**config.mk**
```make
export PLATFORM = sky130hd
export DESIGN_NAME = booth_csa_mul32_flat
export DESIGN_NICKNAME = d
export VERILOG_FILES = /design/src/rtl/booth_csa_mul32_if.sv /design/src/rtl/booth_csa_mul32.sv /design/src/flat_wrapper.sv
export SDC_FILE = /design/constraint.sdc
export NUM_CORES = 1
export LEC_CHECK = 0
export ABC_AREA = 1
export BUFFER_PORTS_ARGS = -buffer_cell sky130_fd_sc_hd__buf_4
export CORE_ASPECT_RATIO = 1.75
export CORE_MARGIN = 2
export CORE_UTILIZATION = 40
export DETAILED_ROUTE_END_ITERATION = 6
export PLACE_DENSITY = 0.61
export SLEW_MARGIN = 30
export SYNTH_ARGS = -nofsm -noshare
export SYNTH_HDL_FRONTEND = slang
export SYNTH_SLANG_ARGS = --single-unit
```
**constraint.sdc**
```tcl
create_clock -name clk -period 3.1 [get_ports clk]
set_clock_uncertainty 0.05 [all_clocks]
set_input_delay 0.155 -clock clk [delete_from_list [all_inputs] [get_ports clk]]
set_output_delay 0.155 -clock clk [all_outputs]
set_load 0.1 [all_outputs]
```
**src/rtl/booth_csa_mul32_if.sv**
```systemverilog
// Operand/result bundle between the MUL issue stage and booth_csa_mul32.
// The master presents operands; the slave (the multiplier) returns carry-save vectors.
interface booth_csa_mul32_if;
  logic        in_valid;
  logic        in_ready;
  logic [31:0] op_a;
  logic [31:0] op_b;
  logic        is_signed;
  logic        out_valid;
  logic [63:0] sum_vec;
  logic [63:0] carry_vec;

  modport master (
    output in_valid, op_a, op_b, is_signed,
    input  in_ready, out_valid, sum_vec, carry_vec
  );

  modport slave (
    input  in_valid, op_a, op_b, is_signed,
    output in_ready, out_valid, sum_vec, carry_vec
  );
endinterface

```
**src/rtl/booth_csa_mul32.sv**
```systemverilog
// Iterative radix-4 Booth 32x32 multiplier, one digit per cycle, accumulating in carry-save form.
// sum_vec + carry_vec equals the 64-bit product; final carry resolution happens downstream.
module booth_csa_mul32 (
  input  logic                 clk,
  input  logic                 reset,
  booth_csa_mul32_if.slave     bus
);
  typedef enum logic [1:0] {IDLE = 2'd0, RUN = 2'd1, DONE = 2'd2} state_t;

  state_t      state_q, state_d;
  logic [4:0]  cnt_q, cnt_d;
  logic [33:0] a_q, a_d;
  logic [34:0] b_q, b_d;
  logic [63:0] s_q, s_d, c_q, c_d;
  logic [63:0] sum_q, sum_d, carry_q, carry_d;

  logic        accept;
  logic [2:0]  digit;
  logic        neg, one, two;
  logic [63:0] a_sext, pp_mag, pp_shift, pp;

  assign bus.in_ready  = (state_q == IDLE) || (state_q == DONE);
  assign bus.out_valid = (state_q == DONE);
  assign bus.sum_vec   = sum_q;
  assign bus.carry_vec = carry_q;
  assign accept        = bus.in_valid && bus.in_ready;

  // b_q carries the implicit zero below bit 0, so digit k sits at b_q[2k+2:2k]
  assign digit    = b_q[{cnt_q, 1'b0} +: 3];
  assign one      = (digit == 3'b001) || (digit == 3'b010) ||
                    (digit == 3'b101) || (digit == 3'b110);
  assign two      = (digit == 3'b011) || (digit == 3'b100);
  assign neg      = digit[2] && (digit != 3'b111);
  assign a_sext   = {{30{a_q[33]}}, a_q};
  assign pp_mag   = two ? (a_sext << 1) : (one ? a_sext : 64'd0);
  assign pp_shift = pp_mag << {cnt_q, 1'b0};
  assign pp       = neg ? ~pp_shift : pp_shift;

  always_comb begin
    state_d = state_q;
    cnt_d   = cnt_q;
    a_d     = a_q;
    b_d     = b_q;
    s_d     = s_q;
    c_d     = c_q;
    sum_d   = sum_q;
    carry_d = carry_q;

    case (state_q)
      IDLE, DONE: begin
        state_d = IDLE;
        if (accept) begin
          state_d = RUN;
          cnt_d   = 5'd0;
          s_d     = 64'd0;
          c_d     = 64'd0;
          a_d     = bus.is_signed ? {{2{bus.op_a[31]}}, bus.op_a} : {2'b00, bus.op_a};
          b_d     = bus.is_signed ? {{2{bus.op_b[31]}}, bus.op_b, 1'b0}
                                  : {2'b00, bus.op_b, 1'b0};
        end
      end
      RUN: begin
        // The +1 completing the two's-complement negate rides in the free carry LSB
        s_d   = s_q ^ c_q ^ pp;
        c_d   = (((s_q & c_q) | (s_q & pp) | (c_q & pp)) << 1) | {63'd0, neg};
        cnt_d = cnt_q + 5'd1;
        if (cnt_q == 5'd16) begin
          state_d = DONE;
          sum_d   = s_d;
          carry_d = c_d;
        end
      end
      default: state_d = IDLE;
    endcase
  end

  always_ff @(posedge clk or negedge reset) begin
    if (!reset) begin
      state_q <= IDLE;
      cnt_q   <= 5'd0;
      a_q     <= 34'd0;
      b_q     <= 35'd0;
      s_q     <= 64'd0;
      c_q     <= 64'd0;
      sum_q   <= 64'd0;
      carry_q <= 64'd0;
    end else begin
      state_q <= state_d;
      cnt_q   <= cnt_d;
      a_q     <= a_d;
      b_q     <= b_d;
      s_q     <= s_d;
      c_q     <= c_d;
      sum_q   <= sum_d;
      carry_q <= carry_d;
    end
  end
endmodule

```
**src/flat_wrapper.sv**
```systemverilog
// flat-port wrapper written by rule: the top's interface ports become plain ports
module booth_csa_mul32_flat 
  (clk, reset, bus_in_valid, bus_op_a, bus_op_b, bus_is_signed, bus_in_ready, bus_out_valid, bus_sum_vec, bus_carry_vec);
  booth_csa_mul32_if bus_i ();
  input  logic clk;
  input  logic reset;
  input wire logic [$bits(bus_i.in_valid)-1:0] bus_in_valid;
  input wire logic [$bits(bus_i.op_a)-1:0] bus_op_a;
  input wire logic [$bits(bus_i.op_b)-1:0] bus_op_b;
  input wire logic [$bits(bus_i.is_signed)-1:0] bus_is_signed;
  output wire logic [$bits(bus_i.in_ready)-1:0] bus_in_ready;
  output wire logic [$bits(bus_i.out_valid)-1:0] bus_out_valid;
  output wire logic [$bits(bus_i.sum_vec)-1:0] bus_sum_vec;
  output wire logic [$bits(bus_i.carry_vec)-1:0] bus_carry_vec;
  assign bus_i.in_valid = bus_in_valid;
  assign bus_i.op_a = bus_op_a;
  assign bus_i.op_b = bus_op_b;
  assign bus_i.is_signed = bus_is_signed;
  assign bus_in_ready = bus_i.in_ready;
  assign bus_out_valid = bus_i.out_valid;
  assign bus_sum_vec = bus_i.sum_vec;
  assign bus_carry_vec = bus_i.carry_vec;
  booth_csa_mul32 u_core (.clk(clk), .reset(reset), .bus(bus_i));
endmodule
```
==> impl_metrics.toml, run 1 <==
[sta]
fin_crit_sh = 1.273
finalSetupViolCount = 254
drv_slew = 0
max_slew_margin = 0.4407
rsz0062_at_grt = "yes"
tightest_slew_ns = 0.8390
holdWs_ns = 0.1751
period_needed_ns = 3.946
fin_ws_ns = -0.8462
hold_viol_final = 0
fmax_ghz = 0.2534

[setup_path]
path_class = "reg2reg"
r2r_slack_ns = -0.85
critPathCaptureType = "flip-flop"
arrival_ns = 4.34
required_ns = 3.50
crit_fanout = 14
crit_path_start_kind = "flip-flop"

[place]
place_congestion = 0.9494
io_buffers = 197
dpl.cell_count = 2828
dp_hpwl_mm = 41.13

[die]
rows = 100
coreArea_um2 = 42540
dieWidth_um = 161.1
start_util = 0.4059
die_y_um = 278.8
dieArea_um2 = 44910
io_pins = 198

[synth]
synth_xor_area_frac = 0.02536
synthMuxAreaShare = 0
synthesis.nets = 2163
synth_cell_types = 37
yosysWarnings = 0
synth.ff_latch_count = 329
yosys.area_share.simple = 0.2208
synth_compound_area_frac = 0.1248
syn_inst = 2030
yosysSeqAreaShare = 0.4768
synth_area_um2 = 17270
syn_avg_cell_area_um2 = 8.506
synthAdderAreaFrac = 0.07449
synth_top_family_by_area = "simple AND/OR/NAND/NOR gates"

[grt]
grt.total_usage = 0.2513
antenna_found_initial = 0
grt.overflow.total = 0
grt_pass1_vias = 15990
grt_max_degree = 128
grt_pass1_wl_mm = 88.69

[detailed_routing]
first_pass_iters = 5
dr_total_vias = 15520
drt_iter0_markers = 1015
vias_per_cell = 5.230
drc_errors = 0
ant_nets = 0
routed_wl_mm = 56.41
wl_per_cell_um = 19.01

[cts]
cts_made_buffers = 31
path_clk_slew_ns = 0.06
clockRootBuffer = "clkbuf_16"
cts_tree = "yes"
clock_sinks = 329
clock_latency_ns = 0.59
clk_path_buf_depth = 3
htreeDepth = 1

[cells_and_area]
seqCellArea_um2 = 8238
instances_no_fill = 2968
area_growth_pct = 34.17
layout_common_cells = "nand2_1, buf_4, dfrtp_1"
multi_input_area_um2 = 8513
diodes = 0
nNetsFinal = 2517
n_fill_cell = 4030
drive_above_1_share = 0.2680
final_common_cell = "nand2_1"

[outcome]
status = "finished, violations left"
violations = "setup timing"

[job]
drv_cap = 0

[worst_hold_path]
min_path_type = "in2async"
-- synthesized netlist by cell type --
cell      count  area, um2
nand2_1     548       2057
dfrtp_1     329       8233
nand3_1     286       1431
inv_1       183      686.9
o21ai_0     183      915.9
o22ai_1     128      800.8
clkbuf_1     91      341.6
fa_1         63       1261
xor2_1       49      429.2
o211ai_1     34      255.2
nor2_1       27      101.4
buf_1        17      63.81
buf_2        17      85.08
o21ai_1      14      70.07
buf_6        10      112.6
a21oi_1       6      30.03
nand2_4       6      67.56
nor3_1        6      30.03
inv_2         4      15.01
nand4_1       4      25.02
buf_4         3      22.52
nor2_2        3      18.77
a21oi_2       2      17.52
ha_1          2      25.02
nor4_4        2      42.54
o211ai_2      2      25.02
and2_1        1      6.260
inv_4         1      6.260
inv_6         1      8.760
nand2_2       1      6.260
nor2_8        1      20.02
nor4_1        1      6.260
o21a_1        1      7.510
o21ai_2       1      8.760
o21ai_4       1      16.27
o31ai_1       1      7.510
xnor2_1       1      8.760
-- cell families (layout without fill, tap and decap cells) --
logic type               count (synthesis)  in the layout
AO/OA/AOI/OAI                          373            373
XOR/XNOR                                50             50
AND/OR/NAND/NOR                        886            887
flip-flops                             329            329
buffers and inverters                  327            703
adder cells (fa/ha/maj)                 65             65
-- final cells by class --
cell class | instances | area share
Multi-Input combinational cell | 1375 | 0.3675
Sequential cell | 329 | 0.3556
Timing Repair Buffer | 458 | 0.1670
Clock buffer | 43 | 0.04018
Inverter | 189 | 0.03165
Tap cell | 561 | 0.03030
Clock inverter | 13 | 0.007831
-- metrics by stage --
step	TNS, ns	setup slack (ns)	utilization	area (um2)
5_1_grt	-217.05	-0.9947	0.5446	23170
3_3_place_gp	-154.69	-1.078	0.4791	20380
2_1_floorplan	-0.8922	-0.03485	-	17280
3_5_place_dp	-162.28	-1.072	0.4791	20380
6_report	-163.38	-0.8462	0.5446	23170
4_1_cts	-133.60	-0.7133	0.5292	22510
-- what timing repair did --
item,in CTS,in global routing
pin swaps,19,67
setup endpoints to repair,254,254
gates resized for setup,66,134
hold endpoints to repair,162,0
hold buffers,67,0
gates cloned,0,4
buffers inserted,7,6
-- state kept, by name, indices dropped and copies added, names as in the netlist --
name	count
u_core.a_q	33
u_core.b_q	33
u_core.bus.carry_vec	64
u_core.bus.sum_vec	64
u_core.c_q	64
u_core.cnt_q	5
u_core.s_q	64
u_core.state_q	2
-- metal layers --
layer	vias up	GRT usage	routed length [um]
met5	-	0	0
met4	0	0.1170	3076
met3	145	0.01976	1744
met2	398	0.4620	30070
met1	7579	0.2961	21520
li1	7402	-	-
-- worst max-delay path: stages, from the launching register on --
cell and delay (ns):
dfrtp_2 0.52, clkbuf_16 0.21, o211ai_1 0.21, nand3_1 0.12, nand3_1 0.10, nand2_1 0.09
a21oi_2 0.23, nand2_4 0.11, buf_4 0.18, nand2_4 0.18, o21ai_2 0.11, o211ai_2 0.13
nand3_2 0.15, nand3_1 0.16, nand3_1 0.20, nand3_1 0.25, nand2_1 0.07, nand2_1 0.06
nand2_1 0.08, fa_1 0.51, o22ai_1 0.08
-- final timing paths --
path	from	cells after the start	to
max	u_core.cnt_q[0]	20	u_core.s_q[62]
min	reset	2	u_core.b_q[13]
max reg2reg	u_core.cnt_q[0]	20	u_core.s_q[62]
min reg2reg	u_core.bus.sum_vec[40]	2	u_core.bus.sum_vec[40]
max in group asynchronous	reset	3	u_core.s_q[48]
min in group clk	bus_op_b[5]	4	u_core.b_q[6]
Power of run 1 is left out: the tool's default activity adds up to more than one toggle a clock period on the data nets, which glitch-free logic cannot reach.
==> inputs of run 2 (changes only) <==
--- a/config.mk
+++ b/config.mk
@@ -9,9 +9,9 @@
 export BUFFER_PORTS_ARGS = -buffer_cell sky130_fd_sc_hd__buf_4
 export CORE_ASPECT_RATIO = 1.75
 export CORE_MARGIN = 2
-export CORE_UTILIZATION = 40
+export CORE_UTILIZATION = 25
 export DETAILED_ROUTE_END_ITERATION = 6
-export PLACE_DENSITY = 0.61
+export PLACE_DENSITY = 0.43
 export SLEW_MARGIN = 30
 export SYNTH_ARGS = -nofsm -noshare
 export SYNTH_HDL_FRONTEND = slang
==> run 2 against run 1 <==
First-iteration DRC count fell by 25%. Core utilization is 19 points lower. The flow still finishes with violations (setup timing). Critical path depth is 6 higher.
==> impl_metrics.toml, run 2 (synthesis gave the netlist of run 1 again) <==
[outcome]
status = "finished, violations left"
violations = "setup timing"

[detailed_routing]
routed_wl_mm = 62.80
dr_total_vias = 15550
drt_iter0_markers = 761
m1WireLength_mm = 25.13
first_pass_iters = 5
drc_errors = 0
wl_per_cell_um = 18.68
dr_wl_met3_mm = 1.844
ant_nets = 0
wl_met2_mm = 33.52
top_layer_used = "met4"
vias_per_cell = 4.626

[place]
io_buffers = 197
place_congestion = 0.8850
dp_hpwl_mm = 47.21

[setup_path]
startpoint = "u_core.cnt_q[0]"
required_ns = 3.44
path_delay_family = "simple AND/OR/NAND/NOR gates"
crit_path_start_kind = "flip-flop"
crit_fanout = 26
r2r-start = "u_core.cnt_q[0]"
r2r_cells = 26
path_buf_inv = 7
max_stage_delay_ns = 0.53
path_class = "reg2reg"
critPathCaptureType = "flip-flop"
regToRegEndpoint = "u_core.s_q[47]"
cp_slowest_cell = "fa_2"
r2r_slack_ns = -0.78
cpMostUsedCell = "nand2_1"
arrival_ns = 4.22

[sta]
hold_viol_final = 0
finalSetupViolCount = 254
tns_ns = -141.51
fin_ws_ns = -0.7798
max_slew_margin = 0.3966
fmax_ghz = 0.2577
tightest_slew_ns = 0.9051
period_needed_ns = 3.880
fin_crit_sh = 1.252
drv_slew = 0
rsz0062_at_grt = "yes"

[die]
io_pins = 198
dieWidth_um = 202.7
die_y_um = 351.7
start_util = 0.2521
dieArea_um2 = 71270
coreArea_um2 = 68490
rows = 127

[cells_and_area]
diodes = 0
drive_above_1_share = 0.2791
final_util = 0.3501
area_growth_pct = 38.88
layout_common_cells = "nand2_1, buf_4, dfrtp_1"
nNetsFinal = 2566
final_common_cell = "nand2_1"

[grt]
grt_max_degree = 99
antenna_found_initial = 0
grt_pass1_vias = 16010
grt.total_usage = 0.1775
grt_pass1_wl_mm = 96.99
grt.overflow.total = 0

[cts]
cts_made_buffers = 35
clock_latency_ns = 0.56
htreeDepth = 2
clock_sinks = 329
path_clk_slew_ns = 0.06
cts_tree = "yes"
clk_path_buf_depth = 3
clockRootBuffer = "clkbuf_16"

[job]
drv_cap = 0

[worst_hold_path]
min_path_type = "in2async"
[run 2: changes by cell type in the layout (fill, tap and decap cells not counted), moves of 8 or more]
cell,before,now
buf_4,369,410
nand3_1,222,244
nand3_2,62,40
fa_1,62,43
fa_2,1,20
o21ai_0,149,132
o21ai_1,41,52
xor2_2,24,14
clkbuf_8,11,3
xor2_1,24,32
[run 2: metrics by stage]
step	worst slack, ns	std cells	area [um2]	hold slack (ns)
final	-0.7798	3361	23980	0.03299
after global routing	-1.003	3361	23980	0.06463
after CTS	-0.7852	3349	23490	0.1888
after detailed placement	-1.189	3221	21250	0.2446
after global placement	-1.167	3221	21240	0.2375
after floorplan	-0.03485	2030	17280	-0.1906
[run 2: cell type report]
| class | instances | area (um2) |
|---|---|---|
| Multi-Input combinational cell | 1375 | 8436 |
| Timing Repair Buffer | 503 | 4260 |
| Clock buffer | 47 | 993.5 |
| Clock inverter | 15 | 191.4 |
| Fill cell | 7186 | 44510 |
| Inverter | 189 | 733.2 |
| Tap cell | 903 | 1130 |
| Sequential cell | 329 | 8237 |
[run 2: how the worst max path moves through the flow]
| stage | end | slack, ns | depth (start not counted) |
|---|---|---|---|
| 6_report | u_core.s_q[47] | -0.78 | 26 |
| 5_1_grt | u_core.s_q[60] | -1.00 | 28 |
| 4_1_cts | u_core.s_q[45] | -0.79 | 25 |
| 3_5_place_dp | u_core.s_q[22] | -1.19 | 21 |
| 3_3_place_gp | u_core.s_q[22] | -1.17 | 21 |
| 2_1_floorplan | u_core.s_q[56] | -0.03 | 25 |
[run 2: timing repair]
item                                    4_1_cts  5_1_grt
endpoints found under the setup margin      254      254
cloned                                        0        2
endpoints found under the hold margin       152        0
hold buffers                                 66        0
pin swaps                                    11       28
buffers inserted                              0        9
gates resized for setup                     104      110
[run 2: per-layer routing]
layer | GRT usage | vias to the layer above
met4 | 0.06346 | 0
met3 | 0.01848 | 82
met2 | 0.3325 | 324
met1 | 0.2085 | 7628
met5 | 0 | -
li1 | - | 7514
Power of run 2 is left out for the same reason.
